--- config.mk ---
export PLATFORM = sky130hd
export DESIGN_NAME = mem_port_arbiter_flat
export DESIGN_NICKNAME = d
export VERILOG_FILES = /design/src/rtl/mem_port_arbiter_pkg.sv /design/src/rtl/mem_port_arbiter_if.sv /design/src/rtl/mem_port_arbiter.sv /design/src/flat_wrapper.sv
export SDC_FILE = /design/constraint.sdc
export NUM_CORES = 1
export LEC_CHECK = 0
export CAP_MARGIN = 20
export CORE_ASPECT_RATIO = 1.25
export CORE_MARGIN = 10
export CORE_UTILIZATION = 38
export DETAILED_ROUTE_END_ITERATION = 12
export PLACE_DENSITY_LB_ADDON = 0.1
export SLEW_MARGIN = 20
export SYNTH_ARGS = -nofsm -noshare
export SYNTH_HDL_FRONTEND = slang
export SYNTH_SLANG_ARGS = --single-unit
--- constraint.sdc ---
create_clock -name clk -period 5.5 [get_ports clk]
set_input_delay 1.65 -clock clk [delete_from_list [all_inputs] [get_ports clk]]
set_output_delay 1.65 -clock clk [all_outputs]
set_load 0.02 [all_outputs]
--- src/rtl/mem_port_arbiter_pkg.sv ---
// mem_port_arbiter_pkg
// Shared types and constants for the memory port arbiter.
//   MEMORY_SIZE  : size of the attached RAM in bytes. Any byte address at or
//                  above this value is answered with an error and never
//                  reaches the memory.
//   arb_state    : IDLE / ISSUE / WAIT / RESP sequencing of one access.
//   arb_owner    : which requester owns the access in flight.
package mem_port_arbiter_pkg;

    localparam logic [31:0] MEMORY_SIZE = 32'h0001_0000;

    typedef enum logic [1:0] {
        ARB_IDLE,
        ARB_ISSUE,
        ARB_WAIT,
        ARB_RESP
    } arb_state;

    typedef enum logic [1:0] {
        OWN_NONE,
        OWN_INSTR,
        OWN_DATA
    } arb_owner;

endpackage

--- src/rtl/mem_port_arbiter_if.sv ---
// mem_port_arbiter_if
// Bundles every handshake and memory-bus signal of the arbiter.
//   Fetch side : i_req, i_addr -> i_ack, i_rdata, i_err
//   Data side  : d_req, d_we, d_addr, d_wdata -> d_ack, d_rdata, d_err
//   Memory side: mem_en, mem_we, mem_addr, mem_wdata <- mem_rdata
//   Status     : busy
// Modport slave is the arbiter's view; modport master is the view of the
// requesters plus the RAM model sitting around it.
interface mem_port_arbiter_if;

    logic        i_req;
    logic [31:0] i_addr;
    logic        i_ack;
    logic [31:0] i_rdata;
    logic        i_err;

    logic        d_req;
    logic [3:0]  d_we;
    logic [31:0] d_addr;
    logic [31:0] d_wdata;
    logic        d_ack;
    logic [31:0] d_rdata;
    logic        d_err;

    logic        mem_en;
    logic [3:0]  mem_we;
    logic [31:0] mem_addr;
    logic [31:0] mem_wdata;
    logic [31:0] mem_rdata;

    logic        busy;

    modport slave (
        input  i_req, i_addr,
        input  d_req, d_we, d_addr, d_wdata,
        input  mem_rdata,
        output i_ack, i_rdata, i_err,
        output d_ack, d_rdata, d_err,
        output mem_en, mem_we, mem_addr, mem_wdata,
        output busy
    );

    modport master (
        output i_req, i_addr,
        output d_req, d_we, d_addr, d_wdata,
        output mem_rdata,
        input  i_ack, i_rdata, i_err,
        input  d_ack, d_rdata, d_err,
        input  mem_en, mem_we, mem_addr, mem_wdata,
        input  busy
    );

endinterface

--- src/rtl/mem_port_arbiter.sv ---
// mem_port_arbiter
// Shares one memory port between instruction fetch and load/store. Each
// access walks IDLE -> ISSUE -> WAIT (MEM_LATENCY cycles) -> RESP, and
// out-of-range addresses short-cut IDLE -> RESP with an error. Data wins
// a simultaneous request. All outputs are registered.
// Ports:
//   clk   : core clock, rising edge
//   reset : asynchronous, active-high; abandons any access in flight
//   bus   : mem_port_arbiter_if.slave (fetch, data and memory signals)
// Parameters:
//   MEM_LATENCY     : cycles from mem_en to valid mem_rdata (>= 1)
//   MAX_DATA_STREAK : data grants allowed while fetch waits
// Build option:
//   MEM_ARB_FAIRNESS_EN : adds a streak counter so that after
//   MAX_DATA_STREAK data grants with fetch waiting, fetch gets the port.
module mem_port_arbiter
    import mem_port_arbiter_pkg::*;
#(
    parameter int MEM_LATENCY     = 1,
    parameter int MAX_DATA_STREAK = 4
) (
    input  logic              clk,
    input  logic              reset,
    mem_port_arbiter_if.slave bus
);

    localparam int LAT_W = (MEM_LATENCY > 1) ? $clog2(MEM_LATENCY) : 1;

    if (MEM_LATENCY < 1 || MAX_DATA_STREAK < 1) begin : g_param_check
        $error("mem_port_arbiter: MEM_LATENCY and MAX_DATA_STREAK must be >= 1");
    end

    arb_state           state_q, state_d;
    arb_owner           owner_q, owner_d;
    logic [3:0]         we_q, we_d;
    logic [LAT_W-1:0]   lat_cnt_q, lat_cnt_d;

    logic               i_ack_q, i_ack_d;
    logic [31:0]        i_rdata_q, i_rdata_d;
    logic               i_err_q, i_err_d;
    logic               d_ack_q, d_ack_d;
    logic [31:0]        d_rdata_q, d_rdata_d;
    logic               d_err_q, d_err_d;
    logic               mem_en_q, mem_en_d;
    logic [3:0]         mem_we_q, mem_we_d;
    logic [31:0]        mem_addr_q, mem_addr_d;
    logic [31:0]        mem_wdata_q, mem_wdata_d;
    logic               busy_q, busy_d;

`ifdef MEM_ARB_FAIRNESS_EN
    localparam int STREAK_W = $clog2(MAX_DATA_STREAK + 1);
    logic [STREAK_W-1:0] streak_q, streak_d;
`endif

    logic               take_data;
    logic [31:0]        grant_addr;
    logic [3:0]         grant_we;
    logic [31:0]        grant_wdata;
    logic               resp_fire;
    logic               resp_err;
    logic [31:0]        resp_data;
    arb_owner           resp_owner;

    // Next-state and next-output logic. Pulses (acks, mem_en) and the write
    // strobe default low every cycle; everything else holds. Completions
    // from both the error short-cut and the end of WAIT are funnelled
    // through resp_* so the per-port result registers are written in one
    // place, and only for the owning port, so the other port's rdata/err
    // keep their last values.
    always_comb begin
        state_d     = state_q;
        owner_d     = owner_q;
        we_d        = we_q;
        lat_cnt_d   = lat_cnt_q;
        i_ack_d     = 1'b0;
        i_rdata_d   = i_rdata_q;
        i_err_d     = i_err_q;
        d_ack_d     = 1'b0;
        d_rdata_d   = d_rdata_q;
        d_err_d     = d_err_q;
        mem_en_d    = 1'b0;
        mem_we_d    = 4'b0000;
        mem_addr_d  = mem_addr_q;
        mem_wdata_d = mem_wdata_q;
        grant_addr  = 32'h0;
        grant_we    = 4'b0000;
        grant_wdata = 32'h0;
        resp_fire   = 1'b0;
        resp_err    = 1'b0;
        resp_data   = 32'h0;
        resp_owner  = owner_q;

`ifdef MEM_ARB_FAIRNESS_EN
        streak_d  = streak_q;
        // Fetch is forced through once data has hogged the port long enough.
        take_data = bus.d_req &&
                    !(bus.i_req && (streak_q == STREAK_W'(MAX_DATA_STREAK)));
`else
        take_data = bus.d_req;
`endif

        case (state_q)
            ARB_IDLE: begin
                if (bus.d_req || bus.i_req) begin
                    // A fetch never writes, so its latched enables are zero.
                    if (take_data) begin
                        owner_d     = OWN_DATA;
                        grant_addr  = bus.d_addr;
                        grant_we    = bus.d_we;
                        grant_wdata = bus.d_wdata;
                    end else begin
                        owner_d     = OWN_INSTR;
                        grant_addr  = bus.i_addr;
                    end
                    we_d = grant_we;
`ifdef MEM_ARB_FAIRNESS_EN
                    if (take_data && bus.i_req) begin
                        streak_d = streak_q + 1'b1;
                    end else begin
                        streak_d = '0;
                    end
`endif
                    if (grant_addr >= MEMORY_SIZE) begin
                        state_d    = ARB_RESP;
                        resp_fire  = 1'b1;
                        resp_err   = 1'b1;
                        resp_owner = owner_d;
                    end else begin
                        state_d     = ARB_ISSUE;
                        mem_en_d    = 1'b1;
                        mem_we_d    = grant_we;
                        mem_addr_d  = grant_addr;
                        mem_wdata_d = grant_wdata;
                    end
                end
            end
            ARB_ISSUE: begin
                state_d   = ARB_WAIT;
                lat_cnt_d = LAT_W'(MEM_LATENCY - 1);
            end
            ARB_WAIT: begin
                if (lat_cnt_q == '0) begin
                    state_d   = ARB_RESP;
                    resp_fire = 1'b1;
                    resp_data = (we_q != 4'b0000) ? 32'h0 : bus.mem_rdata;
                end else begin
                    lat_cnt_d = lat_cnt_q - 1'b1;
                end
            end
            ARB_RESP: begin
                // Requests are not looked at here, so a request still high
                // during its own ack cannot be granted twice.
                state_d = ARB_IDLE;
                owner_d = OWN_NONE;
            end
            default: begin
                state_d = ARB_IDLE;
                owner_d = OWN_NONE;
            end
        endcase

        if (resp_fire) begin
            if (resp_owner == OWN_DATA) begin
                d_ack_d   = 1'b1;
                d_rdata_d = resp_data;
                d_err_d   = resp_err;
            end else begin
                i_ack_d   = 1'b1;
                i_rdata_d = resp_data;
                i_err_d   = resp_err;
            end
        end

        busy_d = (state_d != ARB_IDLE);
    end

    // State and output registers. Reset clears everything, which also
    // drops any access in flight without an ack.
    always_ff @(posedge clk or posedge reset) begin
        if (reset) begin
            state_q     <= ARB_IDLE;
            owner_q     <= OWN_NONE;
            we_q        <= 4'b0000;
            lat_cnt_q   <= '0;
            i_ack_q     <= 1'b0;
            i_rdata_q   <= 32'h0;
            i_err_q     <= 1'b0;
            d_ack_q     <= 1'b0;
            d_rdata_q   <= 32'h0;
            d_err_q     <= 1'b0;
            mem_en_q    <= 1'b0;
            mem_we_q    <= 4'b0000;
            mem_addr_q  <= 32'h0;
            mem_wdata_q <= 32'h0;
            busy_q      <= 1'b0;
`ifdef MEM_ARB_FAIRNESS_EN
            streak_q    <= '0;
`endif
        end else begin
            state_q     <= state_d;
            owner_q     <= owner_d;
            we_q        <= we_d;
            lat_cnt_q   <= lat_cnt_d;
            i_ack_q     <= i_ack_d;
            i_rdata_q   <= i_rdata_d;
            i_err_q     <= i_err_d;
            d_ack_q     <= d_ack_d;
            d_rdata_q   <= d_rdata_d;
            d_err_q     <= d_err_d;
            mem_en_q    <= mem_en_d;
            mem_we_q    <= mem_we_d;
            mem_addr_q  <= mem_addr_d;
            mem_wdata_q <= mem_wdata_d;
            busy_q      <= busy_d;
`ifdef MEM_ARB_FAIRNESS_EN
            streak_q    <= streak_d;
`endif
        end
    end

    assign bus.i_ack     = i_ack_q;
    assign bus.i_rdata   = i_rdata_q;
    assign bus.i_err     = i_err_q;
    assign bus.d_ack     = d_ack_q;
    assign bus.d_rdata   = d_rdata_q;
    assign bus.d_err     = d_err_q;
    assign bus.mem_en    = mem_en_q;
    assign bus.mem_we    = mem_we_q;
    assign bus.mem_addr  = mem_addr_q;
    assign bus.mem_wdata = mem_wdata_q;
    assign bus.busy      = busy_q;

endmodule

--- src/flat_wrapper.sv ---
// flat-port wrapper written by rule: the top's interface ports become plain ports
module mem_port_arbiter_flat import mem_port_arbiter_pkg::*;
#(
    parameter int MEM_LATENCY     = 1,
    parameter int MAX_DATA_STREAK = 4
)
  (clk, reset, bus_i_req, bus_i_addr, bus_d_req, bus_d_we, bus_d_addr, bus_d_wdata, bus_mem_rdata, bus_i_ack, bus_i_rdata, bus_i_err, bus_d_ack, bus_d_rdata, bus_d_err, bus_mem_en, bus_mem_we, bus_mem_addr, bus_mem_wdata, bus_busy);
  mem_port_arbiter_if bus_i ();
  input  logic clk;
  input  logic reset;
  input wire logic [$bits(bus_i.i_req)-1:0] bus_i_req;
  input wire logic [$bits(bus_i.i_addr)-1:0] bus_i_addr;
  input wire logic [$bits(bus_i.d_req)-1:0] bus_d_req;
  input wire logic [$bits(bus_i.d_we)-1:0] bus_d_we;
  input wire logic [$bits(bus_i.d_addr)-1:0] bus_d_addr;
  input wire logic [$bits(bus_i.d_wdata)-1:0] bus_d_wdata;
  input wire logic [$bits(bus_i.mem_rdata)-1:0] bus_mem_rdata;
  output wire logic [$bits(bus_i.i_ack)-1:0] bus_i_ack;
  output wire logic [$bits(bus_i.i_rdata)-1:0] bus_i_rdata;
  output wire logic [$bits(bus_i.i_err)-1:0] bus_i_err;
  output wire logic [$bits(bus_i.d_ack)-1:0] bus_d_ack;
  output wire logic [$bits(bus_i.d_rdata)-1:0] bus_d_rdata;
  output wire logic [$bits(bus_i.d_err)-1:0] bus_d_err;
  output wire logic [$bits(bus_i.mem_en)-1:0] bus_mem_en;
  output wire logic [$bits(bus_i.mem_we)-1:0] bus_mem_we;
  output wire logic [$bits(bus_i.mem_addr)-1:0] bus_mem_addr;
  output wire logic [$bits(bus_i.mem_wdata)-1:0] bus_mem_wdata;
  output wire logic [$bits(bus_i.busy)-1:0] bus_busy;
  assign bus_i.i_req = bus_i_req;
  assign bus_i.i_addr = bus_i_addr;
  assign bus_i.d_req = bus_d_req;
  assign bus_i.d_we = bus_d_we;
  assign bus_i.d_addr = bus_d_addr;
  assign bus_i.d_wdata = bus_d_wdata;
  assign bus_i.mem_rdata = bus_mem_rdata;
  assign bus_i_ack = bus_i.i_ack;
  assign bus_i_rdata = bus_i.i_rdata;
  assign bus_i_err = bus_i.i_err;
  assign bus_d_ack = bus_i.d_ack;
  assign bus_d_rdata = bus_i.d_rdata;
  assign bus_d_err = bus_i.d_err;
  assign bus_mem_en = bus_i.mem_en;
  assign bus_mem_we = bus_i.mem_we;
  assign bus_mem_addr = bus_i.mem_addr;
  assign bus_mem_wdata = bus_i.mem_wdata;
  assign bus_busy = bus_i.busy;
  mem_port_arbiter #(.MEM_LATENCY(MEM_LATENCY), .MAX_DATA_STREAK(MAX_DATA_STREAK)) u_core (.clk(clk), .reset(reset), .bus(bus_i));
endmodule
# Yosys cells after proc, flatten, opt, wreduce, memory -nomap -nowiden
# Index checks and enable logic that the tools add are counted.
[totals]
reg_bits = 147
wordCells = 70
[op_classes]
reduce_logical = 11
eq_ne = 5
n_addsub = 1
mux = 35
magnitude_cmp = 1
n_bitwise = 2
[ops]
columns = ["op", "n"]
rows = [
  ["32-bit 2-to-1 mux", 7],
  ["32-bit by 17-bit greater-or-equal comparator with 1-bit output (second input constant)", 1],
  ["2-bit 2-to-1 mux", 8],
  ["4-bit 2-to-1 mux", 4],
  ["1-bit 2-to-1 mux", 12],
  ["2-bit case mux with 4 select lines", 1],
  ["2-bit AND reduction", 4],
  ["2-bit equality test (second input constant)", 3],
  ["2-bit nonzero test", 3],
  ["1-bit case mux with 2 select lines", 2],
  ["2-bit case mux with 2 select lines", 1],
  ["4-bit nonzero test", 1],
  ["3-bit AND reduction", 1],
  ["2-bit by 1-bit equality test with 1-bit output (second input constant)", 1],
  ["2-bit logical NOT", 1],
  ["2-bit by 1-bit != test with 1-bit output (second input constant)", 1],
  ["1-bit NOT", 2],
  ["1-bit logical OR", 1],
  ["1-bit subtractor (second input constant)", 1],
]

# Logic depth before layout (Yosys ltp)
[logic_depth]
word_depth = 10
mapped_depth = 10
mapped_depth_nobuf = 7

# Least setup slack after synthesis
# Ideal clock, no wire load.
[synth_timing]
path_type = "input-to-reg"
from = "input bus_d_req"
to = "register u_core.d_rdata_q[10], in the netlist u_core.bus.d_rdata[10]"
setup_slack_ns = 1.762
arrival_time_ns = 3.613
setup_ns = 0.125
n_path_buf = 3
path_stages = 9
path_cell_list = "or4_1 -> o22ai_1 -> o21ai_1 -> buf_6 -> a311o_1 -> a21o_1 -> buf_6 -> buf_6 -> mux2_4"
[synth_via]
elab_chain_cells = 9
word_cells_on_any_way = 14
classes_between = "order compare (1); eq/ne (1); mux (10); reduce/logical (2)"
[synth_lines]
columns = ["element", "line_no", "source"]
rows = [
  ["start, declared", "flat_wrapper.sv:13", "input wire logic [$bits(bus_i.d_req)-1:0] bus_d_req;"],
  ["32-bit 2-to-1 mux", "mem_port_arbiter.sv:106", "if (take_data) begin"],
  ["32-bit 2-to-1 mux", "mem_port_arbiter.sv:104", "if (bus.d_req || bus.i_req) begin"],
  ["32-bit 2-to-1 mux", "mem_port_arbiter.sv:102", "case (state_q)"],
  ["32-bit by 17-bit greater-or-equal comparator with 1-bit output", "mem_port_arbiter.sv:123", "if (grant_addr >= MEMORY_SIZE) begin"],
  ["2-bit 2-to-1 mux", "mem_port_arbiter.sv:123", ""],
  ["2-bit 2-to-1 mux", "mem_port_arbiter.sv:104", ""],
  ["2-bit 2-to-1 mux", "mem_port_arbiter.sv:102", ""],
  ["2-bit equality test", "mem_port_arbiter.sv:163", "if (resp_owner == OWN_DATA) begin"],
  ["2-bit AND reduction (no line) *", "--", ""],
  ["end signal, assigned", "mem_port_arbiter.sv:208", "d_rdata_q <= d_rdata_d;"],
  ["end, declared", "mem_port_arbiter.sv:42", "logic [31:0] d_rdata_q, d_rdata_d;"],
]
# Every way passes the cells marked *; elsewhere a longest branch is shown, timed or not. The select of a mux whose other input is x is not followed.
# A chain may end at the register's enable or synchronous reset.

# Final worst setup path
[layout_timing]
from = "input bus_i_addr[20]"
to = "register u_core.d_rdata_q[0], in the netlist u_core.bus.d_rdata[0]"
[layout_via]
elab_chain_cells = 9
word_cells_on_any_way = 12
classes_between = "order compare (1); eq/ne (1); mux (9); reduce/logical (1)"
[layout_lines]
columns = ["element", "line_no", "source"]
rows = [
  ["start, declared", "flat_wrapper.sv:12", "input wire logic [$bits(bus_i.i_addr)-1:0] bus_i_addr;"],
  ["32-bit 2-to-1 mux *", "mem_port_arbiter.sv:106", ""],
  ["32-bit 2-to-1 mux *", "mem_port_arbiter.sv:104", ""],
  ["32-bit 2-to-1 mux *", "mem_port_arbiter.sv:102", ""],
  ["32-bit by 17-bit greater-or-equal comparator with 1-bit output *", "mem_port_arbiter.sv:123", ""],
  ["2-bit 2-to-1 mux", "mem_port_arbiter.sv:123", ""],
  ["2-bit 2-to-1 mux", "mem_port_arbiter.sv:104", ""],
  ["2-bit 2-to-1 mux", "mem_port_arbiter.sv:102", ""],
  ["2-bit equality test", "mem_port_arbiter.sv:163", ""],
  ["2-bit AND reduction (no line) *", "--", ""],
]
# Marked as above.

==> results.sh <==
export IMPL_status="finished, final reports clean"
export IMPL_vdd_drop_max_mv=0.197
export IMPL_io_buffers=273
export IMPL_timing_rr_start="u_core.state_q[1]$_DFF_PP0_"
export IMPL_die_w_um=133
export IMPL_io_pins=274
export IMPL_maxSlewHeadroom_pct=46.3
export IMPL_holdPathEnd="u_core.we_q[3]$_DFFE_PP0P_"
export IMPL_ys_types=35
export IMPL_leakage_nw=4.45
export IMPL_tritoncts="yes"
export IMPL_ys_seq_area_share_pct=60.0
export IMPL_via_per_inst=4.65
export IMPL_cts_buffer_depth=2
export IMPL_startpoint_type="input pin"
export IMPL_totalWireLength_um=18300
export IMPL_rows=51
export IMPL_skew_ns=0.00909
export IMPL_min_period_ns=4.21
export IMPL_reg2reg_to="u_core.bus.i_rdata[6]$_DFFE_PP0P_"
export IMPL_wl_per_cell_um=18.3
export IMPL_synth_cells=509
export IMPL_p_per_area_nw_per_um2=460
export IMPL_dieArea_um2=21500
export IMPL_crit_path_start="bus_i_addr[20]"
export IMPL_area_growth_pct=59.2
export IMPL_cts_resized=0
export IMPL_syn_nets=648
export IMPL_clockRootBuffer="clkbuf_16"
export IMPL_grt_overflow=0
export IMPL_path_clk_slew_ns=0.06
export IMPL_place_gp_congestion=0.758
export IMPL_place_inst=970
export IMPL_die_height_um=162
export IMPL_syn_area_um2=6090
export IMPL_clock_latency_ns=0.41
export IMPL_cp_end_kind="flip-flop"
export IMPL_rsz0062_at_grt="false"
export IMPL_cts_sink_count=146
export IMPL_drv_slew=0
export IMPL_synth_area_top_cells="dfrtp_1 60%, mux2_4 7.2%, mux2_2 6.5%"
export IMPL_timing_fmax_mhz=238
export IMPL_arrival_ns=4.49
export IMPL_diodes=0
export IMPL_nets=916
export IMPL_setup_slack_ns=1.29
export IMPL_dpl_hpwl_um=14000
export IMPL_antenna_found_initial=0
export IMPL_final_area_um2=9700
export IMPL_required_ns=5.79
export IMPL_start_util_pct=38.9
export IMPL_cts_setup_buffers=0
export IMPL_vias=4658
export IMPL_grt_pass1_vias=5088
export IMPL_core_area_um2=15600
export IMPL_grt_max_degree=114
export IMPL_path_class="in -> reg"
export IMPL_htree_levels=4
export IMPL_setup_violations_final=0
export IMPL_finalHoldViolCount=0
export IMPL_path_max_fanout=18
export IMPL_drt_pass1_iter_count=4
export IMPL_period_share_pct=76.5
export IMPL_ys_ff_latch=146
export IMPL_drt_iter0_drc=247
export IMPL_rrSetupSlack_ns=2.87
export IMPL_min_path_cells=2
export IMPL_avgSynthCellArea_um2=12.0
export IMPL_worstMarginPinSlew_ns=0.800
export IMPL_ant_nets=0
export IMPL_tns_ns=0
export IMPL_drcViolationCount=0
export IMPL_hold_class="reg -> reg"
export IMPL_grt_usage_pct=16.8
export IMPL_fin_cells=1001
export IMPL_placed_area_um2=9050
export IMPL_yosys_area_top_type="dfrtp_1"
export IMPL_holdBufCountCts=0
export IMPL_synth_warnings=0
export IMPL_min_delay_start="u_core.we_q[3]$_DFFE_PP0P_"
export IMPL_synth_top_cell_area_share_pct=60.0
export IMPL_place_ws_ns=0.843
export IMPL_grt_pass1_wl_um=28800
export IMPL_max_cap_violations=0
export IMPL_cts_buffers=17
export IMPL_reg2regPathDepth=8
export IMPL_drive_above_1_share_pct=13.6
==> critical path, cell delays in order <==
cell and delay (ns):
clkdlybuf4s50_1 0.39, or4_1 0.51, o22ai_1 0.18, o21ai_1 0.31, a311o_1 0.47, a21o_2 0.42
buf_12 0.26, mux2_4 0.30
==> layout by cell type (no fill, tap or decap), drive strengths merged, types with 5 or more instances in the layout <==
cell type      count
clkdlybuf4s50    272
dfrtp            146
nand2             96
mux2              64
o21ai             51
and2              50
clkbuf            19
mux2i             17
nor2              10
inv                8
buf                8
bufinv             5
==> cells by family after synthesis <==
family | Yosys count | synth area share [%]
muxes | 81 | 16.4
AOI/OAI and AO/OA | 65 | 6.04
buffers and inverters | 38 | 3.04
and+or+nand+nor | 176 | 13.9
DFF | 146 | 60.0
adders and majority gates | 3 | 0.617
==> worst max path at each step <==
stage,end,cells past startpoint
floorplan,u_core.bus.d_rdata[10]$_DFFE_PP0P_,9
global placement,u_core.bus.d_rdata[3]$_DFFE_PP0P_,8
detailed placement,u_core.bus.d_rdata[2]$_DFFE_PP0P_,8
CTS,u_core.bus.d_rdata[0]$_DFFE_PP0P_,8
global route,u_core.bus.d_rdata[0]$_DFFE_PP0P_,8
finish,u_core.bus.d_rdata[0]$_DFFE_PP0P_,8
==> final cells by class <==
cell class / count / area, um^2
Tap cell: 212 / 265
Timing Repair Buffer: 280 / 2830
Clock inverter: 12 / 205
Multi-Input combinational cell: 325 / 2270
Sequential cell: 146 / 3650
Inverter: 7 / 30.0
Clock buffer: 19 / 443
Fill cell: 1267 / 5940
==> layer usage <==
layer | global-route usage [%] | wire (um)
met1 | 18.8 | 7130
met4 | 4.91 | 243
met2 | 28.0 | 9190
met5 | 0 | 0
met3 | 7.95 | 1710
==> flip-flops by register name, indices dropped and copies added (netlist names), 2 cells and up <==
signal / cells
u_core.we_q: 4
u_core.state_q: 2
u_core.bus.mem_addr: 32
u_core.bus.d_rdata: 32
u_core.bus.i_rdata: 32
u_core.bus.mem_wdata: 32
u_core.owner_q: 2
u_core.bus.mem_we: 4
==> stage by stage <==
step | utilization [%] | hold WS, ns | power (mW)
after global placement | 57.9 | 0.450 | 3.20
after CTS | 62.0 | 0.473 | 4.53
after global routing | 62.0 | 0.495 | 4.69
after floorplan | - | 0.437 | 2.48
after detailed placement | 57.9 | 0.459 | 3.25
final | 62.0 | 0.471 | 4.46
==> power breakdown <==
group          leakage, nW  total [mW]  switching, mW  internal, mW
clock network        0.310        1.26          0.439         0.818
logic                 2.13        1.73          0.817         0.911
registers             2.01        1.47          0.147          1.32
total                 4.45        4.46           1.40          3.05
==> synthesized netlist by cell type (all sizes together) <==
cell,count
mux2i,17
dfrtp,146
a22o,2
clkbuf,21
nor2b,3
and4,2
nand2,96
or2,1
o31ai,1
a311o,2
nor3,2
nor2,10
a21o,2
inv,7
ha,3
o22ai,1
nor4,4
a31oi,1
buf,10
o21ai,51
mux2,64
a21oi,2
or4b,1
nand3,1
or4,1
o211ai,1
o221ai,1
nand2b,4
and2,50
o21a,1
nor4b,1
Note: power is estimated with default switching activity, not from simulation.
